### src/rtl/ghost_move_ctrl_if.sv
// ============================================================================
// Module : ghost_move_ctrl_if
// Brief  : Frame/direction/position bundle between game logic and the ghost
//          movement controller.
// Rev    : 1.0 - initial release
// ============================================================================
`default_nettype none

interface ghost_move_ctrl_if;
    logic               startOfFrame;
    logic               enable;
    logic               respawn;
    logic               collision;
    logic [3:0]         dirIn;
    logic               dirReq;
    logic [3:0]         curDir;
    logic signed [10:0] topLeftX;
    logic signed [10:0] topLeftY;
    logic               moving;

    modport master (
        output startOfFrame, enable, respawn, collision, dirIn,
        input  dirReq, curDir, topLeftX, topLeftY, moving
    );

    modport slave (
        input  startOfFrame, enable, respawn, collision, dirIn,
        output dirReq, curDir, topLeftX, topLeftY, moving
    );
endinterface

`default_nettype wire

### src/rtl/ghost_move_ctrl.sv
// ============================================================================
// Module : ghost_move_ctrl
// Brief  : Moves one ghost sprite per frame along a one-hot direction, backs
//          off walls and requests new directions from the random generator.
// Rev    : 1.0 - initial release
// ============================================================================
`default_nettype none

module ghost_move_ctrl #(
    parameter int INIT_X      = 320,
    parameter int INIT_Y      = 240,
    parameter int SPEED       = 2,
    parameter int X_MIN       = 0,
    parameter int X_MAX       = 608,
    parameter int Y_MIN       = 0,
    parameter int Y_MAX       = 448,
    parameter int TURN_FRAMES = 32,
    parameter int REQ_TIMEOUT = 16
) (
    input  wire                 clk,
    input  wire                 reset,
    ghost_move_ctrl_if.slave    bus
);

    localparam int CNT_MAX = (TURN_FRAMES > REQ_TIMEOUT) ? TURN_FRAMES : REQ_TIMEOUT;
    localparam int CNT_W   = $clog2(CNT_MAX + 1);

    localparam logic signed [10:0] c_STEP  = 11'(SPEED);
    localparam logic signed [10:0] c_ZERO  = 11'sd0;
    localparam logic signed [10:0] c_X_MIN = 11'(X_MIN);
    localparam logic signed [10:0] c_X_MAX = 11'(X_MAX);
    localparam logic signed [10:0] c_Y_MIN = 11'(Y_MIN);
    localparam logic signed [10:0] c_Y_MAX = 11'(Y_MAX);

    typedef enum logic [1:0] {
        S_REQ     = 2'd0,
        S_WAIT    = 2'd1,
        S_MOVE    = 2'd2,
        S_BACKOFF = 2'd3
    } state_e;

    state_e             state_q, state_d;
    logic signed [10:0] x_q, x_d, y_q, y_d;
    logic [3:0]         dir_q, dir_d;
    logic               hit_q, hit_d;
    logic               req_cnt_q, req_cnt_d;
    logic [CNT_W-1:0]   frm_cnt_q, frm_cnt_d;

    logic signed [10:0] w_dx, w_dy;
    logic signed [10:0] w_fwd_x_raw, w_fwd_y_raw, w_fwd_x, w_fwd_y;
    logic signed [10:0] w_bk_x, w_bk_y;
    logic               w_fwd_clamped;
    logic               w_dir_ok;

    function automatic logic signed [10:0] f_clamp(
        input logic signed [10:0] v,
        input logic signed [10:0] lo,
        input logic signed [10:0] hi
    );
        if (v < lo)      return lo;
        else if (v > hi) return hi;
        else             return v;
    endfunction

    // Signed per-axis step for the current direction; zero when stopped.
    assign w_dx = dir_q[1] ? c_STEP : (dir_q[3] ? -c_STEP : c_ZERO);
    assign w_dy = dir_q[0] ? c_STEP : (dir_q[2] ? -c_STEP : c_ZERO);

    assign w_fwd_x_raw   = x_q + w_dx;
    assign w_fwd_y_raw   = y_q + w_dy;
    assign w_fwd_x       = f_clamp(w_fwd_x_raw, c_X_MIN, c_X_MAX);
    assign w_fwd_y       = f_clamp(w_fwd_y_raw, c_Y_MIN, c_Y_MAX);
    assign w_fwd_clamped = (w_fwd_x != w_fwd_x_raw) || (w_fwd_y != w_fwd_y_raw);
    assign w_bk_x        = f_clamp(x_q - w_dx, c_X_MIN, c_X_MAX);
    assign w_bk_y        = f_clamp(y_q - w_dy, c_Y_MIN, c_Y_MAX);

    // A new direction must be one-hot and differ from the one being replaced.
    assign w_dir_ok = (bus.dirIn != 4'b0000)
                   && ((bus.dirIn & (bus.dirIn - 4'd1)) == 4'b0000)
                   && (bus.dirIn != dir_q);

    always_comb begin
        state_d   = state_q;
        x_d       = x_q;
        y_d       = y_q;
        dir_d     = dir_q;
        hit_d     = hit_q;
        req_cnt_d = req_cnt_q;
        frm_cnt_d = frm_cnt_q;

        if (bus.respawn) begin
            state_d   = S_REQ;
            x_d       = 11'(INIT_X);
            y_d       = 11'(INIT_Y);
            dir_d     = 4'b0000;
            hit_d     = 1'b0;
            req_cnt_d = 1'b0;
            frm_cnt_d = '0;
        end else if (!bus.enable) begin
            req_cnt_d = 1'b0;
        end else begin
            // Keep gliding on the old heading while a replacement is fetched.
            if ((state_q == S_REQ || state_q == S_WAIT) && bus.startOfFrame) begin
                x_d = w_fwd_x;
                y_d = w_fwd_y;
            end
            unique case (state_q)
                S_REQ: begin
                    req_cnt_d = 1'b1;
                    if (req_cnt_q) begin
                        req_cnt_d = 1'b0;
                        state_d   = S_WAIT;
                    end
                end
                S_WAIT: begin
                    if (w_dir_ok) begin
                        dir_d     = bus.dirIn;
                        frm_cnt_d = '0;
                        state_d   = S_MOVE;
                    end else if (bus.startOfFrame) begin
                        frm_cnt_d = frm_cnt_q + CNT_W'(1);
                        if (frm_cnt_q == CNT_W'(REQ_TIMEOUT - 1)) begin
                            frm_cnt_d = '0;
                            state_d   = S_REQ;
                        end
                    end
                end
                S_MOVE: begin
                    if (bus.collision) hit_d = 1'b1;
                    if (bus.startOfFrame) begin
                        if (hit_q || bus.collision) begin
                            x_d       = w_bk_x;
                            y_d       = w_bk_y;
                            hit_d     = 1'b0;
                            dir_d     = 4'b0000;
                            frm_cnt_d = '0;
                            state_d   = S_BACKOFF;
                        end else begin
                            x_d       = w_fwd_x;
                            y_d       = w_fwd_y;
                            frm_cnt_d = frm_cnt_q + CNT_W'(1);
                            // A clamped step is a wall hit; it is resolved next frame.
                            if (w_fwd_clamped) begin
                                hit_d = 1'b1;
                            end else if (frm_cnt_q == CNT_W'(TURN_FRAMES - 1)) begin
                                frm_cnt_d = '0;
                                state_d   = S_REQ;
                            end
                        end
                    end
                end
                S_BACKOFF: begin
                    if (bus.startOfFrame) state_d = S_REQ;
                end
                default: state_d = S_REQ;
            endcase
        end
    end

    always_ff @(posedge clk) begin
        if (reset) begin
            state_q   <= S_REQ;
            x_q       <= 11'(INIT_X);
            y_q       <= 11'(INIT_Y);
            dir_q     <= 4'b0000;
            hit_q     <= 1'b0;
            req_cnt_q <= 1'b0;
            frm_cnt_q <= '0;
        end else begin
            state_q   <= state_d;
            x_q       <= x_d;
            y_q       <= y_d;
            dir_q     <= dir_d;
            hit_q     <= hit_d;
            req_cnt_q <= req_cnt_d;
            frm_cnt_q <= frm_cnt_d;
        end
    end

    assign bus.dirReq   = (state_q == S_REQ) && bus.enable && !reset;
    assign bus.curDir   = dir_q;
    assign bus.topLeftX = x_q;
    assign bus.topLeftY = y_q;
    assign bus.moving   = (state_q == S_MOVE);

endmodule

`default_nettype wire
### src/flat_wrapper.sv
// flat-port wrapper written by rule: the top's interface ports become plain ports
module ghost_move_ctrl_flat 
#(
    parameter int INIT_X      = 320,
    parameter int INIT_Y      = 240,
    parameter int SPEED       = 2,
    parameter int X_MIN       = 0,
    parameter int X_MAX       = 608,
    parameter int Y_MIN       = 0,
    parameter int Y_MAX       = 448,
    parameter int TURN_FRAMES = 32,
    parameter int REQ_TIMEOUT = 16
)
  (clk, reset, bus_startOfFrame, bus_enable, bus_respawn, bus_collision, bus_dirIn, bus_dirReq, bus_curDir, bus_topLeftX, bus_topLeftY, bus_moving);
  ghost_move_ctrl_if bus_i ();
  input  wire clk;
  input  wire reset;
  input wire logic [$bits(bus_i.startOfFrame)-1:0] bus_startOfFrame;
  input wire logic [$bits(bus_i.enable)-1:0] bus_enable;
  input wire logic [$bits(bus_i.respawn)-1:0] bus_respawn;
  input wire logic [$bits(bus_i.collision)-1:0] bus_collision;
  input wire logic [$bits(bus_i.dirIn)-1:0] bus_dirIn;
  output wire logic [$bits(bus_i.dirReq)-1:0] bus_dirReq;
  output wire logic [$bits(bus_i.curDir)-1:0] bus_curDir;
  output wire logic [$bits(bus_i.topLeftX)-1:0] bus_topLeftX;
  output wire logic [$bits(bus_i.topLeftY)-1:0] bus_topLeftY;
  output wire logic [$bits(bus_i.moving)-1:0] bus_moving;
  assign bus_i.startOfFrame = bus_startOfFrame;
  assign bus_i.enable = bus_enable;
  assign bus_i.respawn = bus_respawn;
  assign bus_i.collision = bus_collision;
  assign bus_i.dirIn = bus_dirIn;
  assign bus_dirReq = bus_i.dirReq;
  assign bus_curDir = bus_i.curDir;
  assign bus_topLeftX = bus_i.topLeftX;
  assign bus_topLeftY = bus_i.topLeftY;
  assign bus_moving = bus_i.moving;
  ghost_move_ctrl #(.INIT_X(INIT_X), .INIT_Y(INIT_Y), .SPEED(SPEED), .X_MIN(X_MIN), .X_MAX(X_MAX), .Y_MIN(Y_MIN), .Y_MAX(Y_MAX), .TURN_FRAMES(TURN_FRAMES), .REQ_TIMEOUT(REQ_TIMEOUT)) u_core (.clk(clk), .reset(reset), .bus(bus_i));
endmodule
### config.mk
export PLATFORM = sky130hd
export DESIGN_NAME = ghost_move_ctrl_flat
export DESIGN_NICKNAME = d
export VERILOG_FILES = /design/src/rtl/ghost_move_ctrl_if.sv /design/src/rtl/ghost_move_ctrl.sv /design/src/flat_wrapper.sv
export SDC_FILE = /design/constraint.sdc
export NUM_CORES = 1
export LEC_CHECK = 0
export CAP_MARGIN = 20
export CELL_PAD_IN_SITES_DETAIL_PLACEMENT = 0
export CELL_PAD_IN_SITES_GLOBAL_PLACEMENT = 2
export CORE_MARGIN = 3
export CORE_UTILIZATION = 35
export DETAILED_ROUTE_END_ITERATION = 6
export GPL_TIMING_DRIVEN = 0
export PLACE_DENSITY_LB_ADDON = 0.1
export SLEW_MARGIN = 5
export SYNTH_ARGS = -nofsm -noshare
export SYNTH_HDL_FRONTEND = slang
export SYNTH_SLANG_ARGS = --single-unit
### constraint.sdc
create_clock -name clk -period 4.15 [get_ports clk]
set_clock_uncertainty 0.15 [all_clocks]
set_input_delay 0.83 -clock clk [delete_from_list [all_inputs] [get_ports clk]]
set_output_delay 0.83 -clock clk [all_outputs]
set_load 0.005 [all_outputs]
==> metrics.md, run 1 <==
| Metric | Value |
|---|---|
| Starting density of the core | 36.84% |
| Number of placement rows | 38 |
| Clock transition at the registers of the reported paths | 0.07 ns |
| Total length of routed wires | 13060 um |
| Final Hold Violating Endpoints | 0 |
| Fmax | 252.8 MHz |
| Initial detailed-routing violation count | 265 |
| Clock period minus worst slack | 3.956 ns |
| HPWL reported at the end of detailed placement | 10130 um |
| Final setup vio count | 0 |
| Distinct cell type count of the synthesized netlist | 89 |
| Layout cells sized above 1 | 8.997% |
| Count of mapped cells out of synthesis | 534 |
| Post-CTS setup-driven buffer insertion count | 0 |
| Post-synth design cell area | 4116 sq um |
| Leakage power summed over all cells | 1.813 nW |
| Normalized max-slew margin | 39.97% |
| Total buffers and inverters traversed by the critical path | 1 |
| Ratio of total power to cell area | 194.0 nW/um^2 |
| Series of cell instances along the critical path | nand2b_2 > inv_1 > ha_1 > and2b_4 > a2111oi_4 > nor3_2 > o31ai_2 > xnor2_1 > or2_4 > o311ai_4 > o21ai_1 > a21o_1 |
| Final nets | 628 |
| Multi-input gate area in the final layout | 3206 sq um |
| Overflow after GRT | 0 |
| Run status | completed |
| Final routed wire length divided by cell count | 18.19 um |
| Worst-path maximum fanout | 11 |
| Max incr delay on CP | 0.50 ns |
| Inserted Clock Buffers | 5 |
| Worst hold slack | 0.3399 ns |
| Pin count of the biggest net entering global routing | 14 |
| IO buf count | 36 |
| YS warnings | 0 |
| Core region area | 11170 sq um |
| CTS tree | built |
| Commonest non-fill, non-tap cell in the layout | nor2_1 |
| Dominant delay contributor by cell family on the critical path | compound AO/OA/AOI/OAI gates |
| Worst setup path class | reg2reg |
| Post-synth EDFFs | 0 |
| Number of antenna violations at the first check in global routing | 0 |
| Area growth, synth to finish | 17.99% |
| Sequential share of the synthesized area | 17.51% |
| Total number of H-tree levels | 2 |
| Prevailing post-synth register cell | dfxtp_1 |
| Post-detailed-route count of antenna-violating nets | 0 |
| Number of pins exceeding their max-slew limit in the final report | 0 |
| Most frequent cells in the layout | nor2_1, a21oi_1, ha_1 |
| Proportion of synthesized flip-flops having asynchronous set or reset | 0% |
| Number of fillers in the final layout | 1165 |
| Final weighted congestion of routability-driven global placement | 0.8572 |
| Total I/O pin count | 38 |
| Number of hold buffers added after cts | 0 |
| VDD IR max | 216.4 uV |
| Wire length of the first global-routing pass | 21290 um |
| Tightest Hold Check Type | reg2reg |
| Diode count | 0 |
| Sink Count | 36 |
| Overall track demand over capacity in global routing | 20.07% |
| Clock network latency to the later pin of the worst-skew pair | 0.29 ns |
| Area taken by flip-flops and latches | 720.7 sq um |
| Max-cap violations | 0 |
| RSZ-0062 raised after global routing | no |
| Slowest cell on the critical path | a2111oi_4 |
| Type of destination of the critical path | register |
| Die Footprint | 13100 sq um |
| Worst Path Arrival | 4.00 ns |
| Bufs on Longest Clock Path | 2 |
| Router iterations before antenna repair | 5 |
| Average footprint of a synthesized cell | 7.709 sq um |
| Final worst path period share | 95.32% |
| DRC errors left | 0 |
| Critical Path RT | 4.20 ns |
| Vias after detailed routing | 4199 |
| Die width | 114.5 um |
| Syn Nets | 585 |
| Via count of the first global-routing pass | 4040 |
| Via-per-instance ratio | 5.848 |
| Root buffer cell | clkbuf_16 |
| Aggregate negative setup slack | 0 ns |
| Die extent in y | 114.5 um |
| Actual slew at the worst max-slew pin | 0.8972 ns |
| Register bit count reported by yosys | 36 |
| Startpoint type of the worst setup path | register |
==> metal layers <==
metal / global-route usage (%) / part of all wire [%]
met5: 0 / 0
met4: 3.563 / 0.79
met3: 2.273 / 3.8
met2: 32.63 / 46
met1: 28.87 / 50
==> flip-flops by register name, summed over array words and instances (netlist names) <==
signal               flops
u_core.bus.topLeftX     11
u_core.bus.topLeftY     11
u_core.frm_cnt_q         6
u_core.bus.curDir        4
u_core.state_q           2
u_core.hit_q             1
u_core.req_cnt_q         1
==> through the flow <==
step | power [mW] | instances | worst slack, ns | instance area, sq um | util [%]
5_1_grt | 0.9720 | 718 | 0.004325 | 4857 | 43.47
6_report | 0.9424 | 718 | 0.1944 | 4857 | 43.47
2_1_floorplan | 0.4417 | 534 | 0.6762 | 4116 | -
4_1_cts | 0.9425 | 718 | 0.1291 | 4828 | 43.21
3_5_place_dp | 0.4888 | 710 | -0.2243 | 4652 | 41.63
3_3_place_gp | 0.4883 | 710 | -0.2254 | 4652 | 41.63
==> logic make-up after synthesis <==
| family | share of synthesized area, % |
|---|---|
| simple gates | 23.40 |
| compound gates | 34.07 |
| buf+inv | 5.441 |
| fa+ha+maj | 13.19 |
| flops | 17.51 |
| xor+xnor | 6.140 |
| mux | 0.2432 |
==> power breakdown <==
part           leakage, nW  internal [mW]  switching [mW]
sequential           0.291          0.348         0.00368
combinational         1.44         0.0481          0.0832
clock               0.0804          0.286           0.173
==> worst paths after layout <==
kind | from | endpoint | slack [ns] | depth (start not counted)
min | u_core.bus.topLeftY[0]$_SDFFE_PP0P_ | u_core.bus.topLeftY[0]$_SDFFE_PP0P_ | 0.34 | 1
max | u_core.bus.curDir[0]$_SDFFE_PP0P_ | u_core.frm_cnt_q[2]$_SDFFE_PP0P_ | 0.19 | 12
max reg2reg | u_core.bus.curDir[0]$_SDFFE_PP0P_ | u_core.frm_cnt_q[2]$_SDFFE_PP0P_ | 0.19 | 12
min reg2reg | u_core.bus.topLeftY[0]$_SDFFE_PP0P_ | u_core.bus.topLeftY[0]$_SDFFE_PP0P_ | 0.34 | 1
==> final cells by class <==
type                       count  area share [%]
clock inverter                 3          0.9531
tap                          140           3.606
multi-input combinational    445           66.00
inverter                      28           2.164
timing repair buffer          36           7.419
sequential                    36           14.84
buffer                        25           2.447
clock buffer                   5           2.576
==> cells in the mapped netlist, drive strengths merged, types with 6 or more instances <==
master	count	area [sq um]
or3	7	43.79
xnor2	23	209.0
clkbuf	15	60.06
inv	27	101.4
nand2	25	93.84
o21ai	35	182.7
o31ai	13	102.6
buf	10	58.80
a211oi	7	70.07
a21oi	50	254.0
and3	9	57.56
nor3	18	95.09
dfxtp	36	720.7
nand3	13	65.06
nor2	59	224.0
nand2b	11	68.82
or2	6	40.04
ha	37	462.9
nor2b	16	102.6
o311ai	6	102.6
a21o	7	52.55
a31oi	7	43.79
==> repair_timing <==
action,4_1_cts,5_1_grt
endpoints found under the hold margin,0,0
endpoints found under the setup margin,16,11
resized for setup,3,4
pin swaps,0,0
gates cloned,0,0
Note: power is estimated with default switching activity, not from simulation.
==> run 2: changes to the inputs <==
==> constraint.sdc (replaced) <==
create_clock -name clk -period 4.3 [get_ports clk]
set_clock_uncertainty 0.15 [all_clocks]
set_input_delay 0.86 -clock clk [delete_from_list [all_inputs] [get_ports clk]]
set_output_delay 0.86 -clock clk [all_outputs]
set_load 0.005 [all_outputs]
==> metrics.md, run 2 (synthesized netlist as in run 1, its figures left out) <==
| Metric | Value |
|---|---|
| Endpoint of the most critical register-to-register path | u_core.frm_cnt_q[2]$_SDFFE_PP0P_ |
| Depth of the worst hold-timing path | 1 (unchanged) |
| Final worst path period share | 91.37% (-3.9 points) |
| Number of antenna violations at the first check in global routing | 0 (unchanged) |
| Overflow after GRT | 0 (unchanged) |
| Dominant delay contributor by cell family on the critical path | compound AO/OA/AOI/OAI gates |
| Inserted Clock Buffers | 5 (unchanged) |
| Overall track demand over capacity in global routing | 20.07% (unchanged) |
| Cell area after placement | 4652 sq um (unchanged) |
| Die width | 114.5 um (unchanged) |
| Worst hold slack | 0.3382 ns (-0.001722 ns) |
| Root buffer cell | clkbuf_16 |
| Clock network latency to the later pin of the worst-skew pair | 0.29 ns (about the same) |
| Bufs on Longest Clock Path | 2 (unchanged) |
| Area growth, synth to finish | 17.81% |
| Worst setup path class | reg2reg |
| Final weighted congestion of routability-driven global placement | 0.8572 (unchanged) |
| Via-per-instance ratio | 5.877 (+0.50%) |
| Total of cells resized after clock tree synthesis | 2 (-1) |
| Max incr delay on CP | 0.50 ns (about the same) |
| Total buffers and inverters traversed by the critical path | 1 (unchanged) |
| Wire length of the first global-routing pass | 21290 um (unchanged) |
| IO buf count | 36 (unchanged) |
| Startpoint of the worst hold path | u_core.bus.topLeftY[0]$_SDFFE_PP0P_ |
| Hold Crit Endpoint | u_core.bus.topLeftY[0]$_SDFFE_PP0P_ |
| Final nets | 628 (unchanged) |
| Final routed wire length divided by cell count | 18.21 um (+0.11%) |
| Number of hold buffers added after cts | 0 (unchanged) |
| Max-cap violations | 0 (unchanged) |
| Critical Path RT | 4.34 ns (+0.14 ns) |
| Reg-to-reg startpoint | u_core.bus.curDir[0]$_SDFFE_PP0P_ |
| R2R cell count | 12 (unchanged) |
| Normalized max-slew margin | 39.27% (-0.70 points) |
| Run status | completed |
| Vias after detailed routing | 4220 (+0.50%) |
| Leakage power summed over all cells | 1.811 nW (about the same) |
| Die Footprint | 13100 sq um (unchanged) |
| Layout cells sized above 1 | 8.824% (-0.17 points) |
| Starting density of the core | 36.84% (unchanged) |
| Clock transition at the registers of the reported paths | 0.07 ns (about the same) |
| Finished Cell Area | 4850 sq um (-0.15%) |
| Diode count | 0 (unchanged) |
| Core region area | 11170 sq um (unchanged) |
| Ratio of total power to cell area | 187.0 nW/um^2 (-3.6%) |
| Final worst setup slack | 0.3711 ns (+0.1768 ns) |
| RSZ-0062 raised after global routing | no |
| Clock period minus worst slack | 3.929 ns (-0.02677 ns) |
| DRC errors left | 0 (unchanged) |
| HPWL reported at the end of detailed placement | 10130 um (unchanged) |
| Total number of H-tree levels | 2 (unchanged) |
| Pin count of the biggest net entering global routing | 14 (unchanged) |
| Slowest cell on the critical path | a2111oi_4 |
| Initial detailed-routing violation count | 290 (+9.4%) |
| Sink Count | 36 (unchanged) |
| Number of pins exceeding their max-slew limit in the final report | 0 (unchanged) |
| VDD IR max | 207.2 uV (-4.3%) |
| Aggregate negative setup slack | 0 ns (unchanged) |
| Via count of the first global-routing pass | 4040 (unchanged) |
| Router iterations before antenna repair | 5 (unchanged) |
| Worst setup slack for register-to-register paths | 0.37 ns (+0.18 ns) |
| Worst setup slack after placement | -0.07431 ns (+0.1500 ns) |
| Most frequent cells in the layout | nor2_1, a21oi_1, ha_1 |
| Tightest Hold Check Type | reg2reg |
| Final setup vio count | 0 (unchanged) |
| Series of cell instances along the critical path | nand2b_2 > inv_1 > ha_1 > and2b_4 > a2111oi_4 > nor3_2 > o31ai_2 > xnor2_1 > or2_4 > o311ai_4 > o21ai_1 > a21o_1 |
| Type of destination of the critical path | register |
| Fmax | 254.5 MHz (+0.68%) |
| Post-route total power | 906.9 uW (-3.8%) |
| Post-detailed-route count of antenna-violating nets | 0 (unchanged) |
| Post-CTS setup-driven buffer insertion count | 0 (unchanged) |
| Commonest non-fill, non-tap cell in the layout | nor2_1 |
| Number of placement rows | 38 (unchanged) |
| Startpoint type of the worst setup path | register |
| CTS tree | built |
| Total length of routed wires | 13080 um (+0.11%) |
| Total I/O pin count | 38 (unchanged) |
| Actual slew at the worst max-slew pin | 0.9076 ns (+0.01041 ns) |
| Worst Path Arrival | 3.97 ns (-0.03 ns) |
| Final Hold Violating Endpoints | 0 (unchanged) |
| Die extent in y | 114.5 um (unchanged) |
| Worst-path maximum fanout | 11 (unchanged) |
run 2: cell types whose count changed in the layout (fill, tap and decap cells not counted):
cell | before | now
o311ai_2 | 2 | 1
o311ai_1 | 0 | 1
run 2: how the worst max path moves through the flow:
stage	startpoint	to	depth (start not counted)
finish	u_core.bus.curDir[0]$_SDFFE_PP0P_	u_core.frm_cnt_q[2]$_SDFFE_PP0P_	12
global route	u_core.bus.curDir[0]$_SDFFE_PP0P_	u_core.bus.topLeftY[4]$_SDFFE_PP1P_	11
CTS	u_core.bus.curDir[0]$_SDFFE_PP0P_	u_core.frm_cnt_q[0]$_SDFFE_PP0P_	11
detailed placement	u_core.bus.curDir[0]$_SDFFE_PP0P_	u_core.bus.topLeftY[4]$_SDFFE_PP1P_	11
global placement	u_core.bus.curDir[0]$_SDFFE_PP0P_	u_core.frm_cnt_q[0]$_SDFFE_PP0P_	11
floorplan	u_core.bus.curDir[0]$_SDFFE_PP0P_	u_core.frm_cnt_q[0]$_SDFFE_PP0P_	11
run 2: final cells by class:
| cell class | instances | area, sq um |
|---|---|---|
| Sequential cell | 36 | 720.7 |
| Clock buffer | 5 | 125.1 |
| Inverter | 28 | 105.1 |
| Multi-Input combinational cell | 445 | 3198 |
| Timing Repair Buffer | 36 | 360.3 |
| Buffer | 25 | 118.9 |
| Tap cell | 140 | 175.2 |
| Fill cell | 1166 | 6324 |
| Clock inverter | 3 | 46.29 |
run 2: per-stage QoR:
step | instances | utilization, %
2_1_floorplan | 534 | -
3_3_place_gp | 710 | 41.63
3_5_place_dp | 710 | 41.63
4_1_cts | 718 | 43.19
5_1_grt | 718 | 43.40
6_report | 718 | 43.40
run 2: power breakdown:
group	leakage, nW	internal, mW	total [mW]	switching (mW)
Combinational	1.44	0.0464	0.127	0.0803
Sequential	0.291	0.336	0.339	0.00354
Clock	0.0804	0.276	0.441	0.165
run 2: layer usage:
layer  GRT usage, %  part of all wire (%)  up-vias
met5              0                     0        -
met1          28.87                    49     2034
met2          32.63                    46      110
li1               -                     -     2067
met3          2.273                   4.3        9
met4          3.563                  0.72        0
==> run 3: changes to the inputs <==
--- a/config.mk
+++ b/config.mk
@@ -8,7 +8,6 @@
 export CAP_MARGIN = 20
 export CELL_PAD_IN_SITES_DETAIL_PLACEMENT = 0
 export CELL_PAD_IN_SITES_GLOBAL_PLACEMENT = 2
-export CORE_MARGIN = 3
 export CORE_UTILIZATION = 35
 export DETAILED_ROUTE_END_ITERATION = 6
 export GPL_TIMING_DRIVEN = 0
==> metrics.md, run 3 (synthesized netlist as in run 1, its figures left out) <==
| Metric | Value |
|---|---|
| Power share of the combinational group | 15.3% (+1.3 points) |
| Layout cells sized above 1 | 8.651% (-0.17 points) |
| Final worst setup slack | 0.3101 ns (-0.06107 ns) |
| Met2 Wirelength | 5959 um (-0.27%) |
| Bufs on Longest Clock Path | 2 (unchanged) |
| Tightest Hold Check Type | reg2reg |
| Flop pwr share | 40.8% (+3.4 points) |
| HPWL reported at the end of detailed placement | 10160 um (+0.33%) |
| Series of cell instances along the critical path | nand2b_4 > inv_1 > ha_1 > o21bai_1 > a21oi_1 > o31a_1 > a2111oi_2 > o311ai_2 > o21ai_4 > buf_4 > o21ai_1 > a41oi_1 > a211oi_1 |
| Diode count | 0 (unchanged) |
| Post-CTS setup-driven buffer insertion count | 0 (unchanged) |
| Number of pins exceeding their max-slew limit in the final report | 0 (unchanged) |
| Switching power as a share of total power | 28.39% (+0.98 points) |
| Core region area | 11420 sq um (+2.2%) |
| Die Footprint | 12200 sq um (-6.9%) |
| Starting density of the core | 36.05% (-0.79 points) |
| Run status | completed |
| Aggregate negative setup slack | 0 ns (unchanged) |
| RSZ-0062 raised after global routing | no |
| Number of hold buffers added after cts | 0 (unchanged) |
| Die extent in y | 110.5 um (-3.5%) |
| Slowest cell on the critical path | o311ai_2 |
| Final Hold Violating Endpoints | 0 (unchanged) |
| Initial detailed-routing violation count | 190 (-34%) |
| Routed metal-1 wirelength | 6575 um (+2.1%) |
| Actual slew at the worst max-slew pin | 0.9401 ns (+0.03251 ns) |
| Critical Path RT | 4.35 ns (about the same) |
| Net switching power of the design | 236.3 uW (-4.9%) |
| Worst-path maximum fanout | 12 (+1) |
| Final weighted congestion of routability-driven global placement | 0.8435 (-1.6%) |
| Wire length of the first global-routing pass | 21170 um (-0.55%) |
| Area growth, synth to finish | 17.02% |
| Most frequent cells in the layout | nor2_1, a21oi_1, ha_1 |
| Final worst path period share | 92.79% (+1.4 points) |
| Overall track demand over capacity in global routing | 21.48% (+1.4 points) |
| Total number of H-tree levels | 2 (unchanged) |
| Ratio of total power to cell area | 172.8 nW/um^2 (-7.6%) |
| Max incr delay on CP | 0.69 ns (+0.19 ns) |
| Worst Path Arrival | 4.04 ns (+0.07 ns) |
| Startpoint type of the worst setup path | register |
| Sink Count | 36 (unchanged) |
| CTS tree | built |
| Type of destination of the critical path | register |
| Root buffer cell | clkbuf_16 |
| Final routed wire length divided by cell count | 18.16 um (-0.29%) |
| Vias after detailed routing | 4116 (-2.5%) |
| Overflow after GRT | 0 (unchanged) |
| Via count of the first global-routing pass | 3996 (-1.1%) |
| Die width | 110.5 um (-3.5%) |
| Router iterations before antenna repair | 5 (unchanged) |
| Normalized max-slew margin | 37.09% (-2.2 points) |
| Clock network fraction of design power | 43.9% (-4.7 points) |
| Post-detailed-route count of antenna-violating nets | 0 (unchanged) |
| Max-cap violations | 0 (unchanged) |
| Clock period minus worst slack | 3.990 ns (+0.06107 ns) |
| Via-per-instance ratio | 5.709 (-2.9%) |
| Leakage power summed over all cells | 1.800 nW (-0.61%) |
| Total length of routed wires | 13090 um (+0.13%) |
| DRC errors left | 0 (unchanged) |
| Clock transition at the registers of the reported paths | 0.06 ns (about the same) |
| Clock network latency to the later pin of the worst-skew pair | 0.28 ns (about the same) |
| IO buf count | 36 (unchanged) |
| Pin count of the biggest net entering global routing | 13 (-1) |
| Final setup vio count | 0 (unchanged) |
| Total I/O pin count | 38 (unchanged) |
| Final nets | 628 (unchanged) |
| Commonest non-fill, non-tap cell in the layout | nor2_1 |
| Number of placement rows | 39 (+2.6%) |
| VDD IR max | 141.5 uV (-32%) |
| Routed wl met3 | 484 um (-14%) |
| Number of antenna violations at the first check in global routing | 0 (unchanged) |
| Worst setup path class | reg2reg |
| Worst setup slack after placement | -0.1551 ns (-0.08078 ns) |
| Top layer in use | met4 |
| Number of fillers in the final layout | 1244 (+6.7%) |
| Cell-internal power | 596.1 uW (-9.4%) |
| Fmax | 250.6 MHz (-1.5%) |
| Inserted Clock Buffers | 5 (unchanged) |
## run 3: power groups by stage
stage | combinational [mW] | clock, mW | sequential (mW)
3_3_place_gp | 0.125 | 0 | 0.347
3_5_place_dp | 0.125 | 0 | 0.347
5_1_grt | 0.139 | 0.384 | 0.340
4_1_cts | 0.126 | 0.373 | 0.340
2_1_floorplan | 0.0802 | 0 | 0.346
6_report | 0.128 | 0.365 | 0.340
## run 3: final timing paths
path / cells after the start / start / slack [ns] / endpoint
worst max-delay path: 13 / u_core.bus.curDir[1]$_SDFFE_PP0P_ / 0.31 / u_core.bus.topLeftX[1]$_SDFFE_PP0P_
worst min-delay path: 2 / u_core.bus.topLeftY[1]$_SDFFE_PP0P_ / 0.35 / u_core.bus.topLeftY[1]$_SDFFE_PP0P_
worst max register to register: 13 / u_core.bus.curDir[1]$_SDFFE_PP0P_ / 0.31 / u_core.bus.topLeftX[1]$_SDFFE_PP0P_
worst min register to register: 2 / u_core.bus.topLeftY[1]$_SDFFE_PP0P_ / 0.35 / u_core.bus.topLeftY[1]$_SDFFE_PP0P_
## run 3: routing by layer
metal | global-route usage (%) | vias to the layer above
met5 | 0 | -
met4 | 3.556 | 0
met3 | 3.622 | 7
met2 | 34.08 | 67
met1 | 30.75 | 1969
li1 | - | 2073
## run 3: timing repair
action | CTS | global route
resized for setup | 2 | 3
endpoints found under the setup margin | 14 | 16
endpoints found under the hold margin | 0 | 0
## run 3: per-stage QoR
| step | total power [mW] | std cells | hold WS (ns) | area [sq um] | utilization, % |
|---|---|---|---|---|---|
| floorplan | 0.4263 | 534 | 0.3113 | 4116 | - |
| global placement | 0.4721 | 713 | 0.3366 | 4656 | 40.77 |
| detailed placement | 0.4719 | 713 | 0.3398 | 4656 | 40.77 |
| CTS | 0.8385 | 721 | 0.3514 | 4802 | 42.06 |
| global route | 0.8630 | 721 | 0.3844 | 4817 | 42.19 |
| finish | 0.8324 | 721 | 0.3452 | 4817 | 42.19 |
## run 3: layout make-up
type	instances	area (sq um)	share of cell area (%)
plain buffers	25	118.9	2.468
clock buffers	5	125.1	2.597
clock inverters	3	18.77	0.3896
inverters	28	105.1	2.182
multi-input cells	445	3189	66.21
flip-flops and latches	36	720.7	14.96
well taps	143	178.9	3.714
repair buffers	36	360.3	7.481
## run 3: critical path: cells and delay by family (launching register included)
kind,cells,cell delay (ns)
flops,1,0.44
simple gates,1,0.31
compound gates,9,2.18
fa+ha+maj,1,0.31
buf+inv,2,0.49
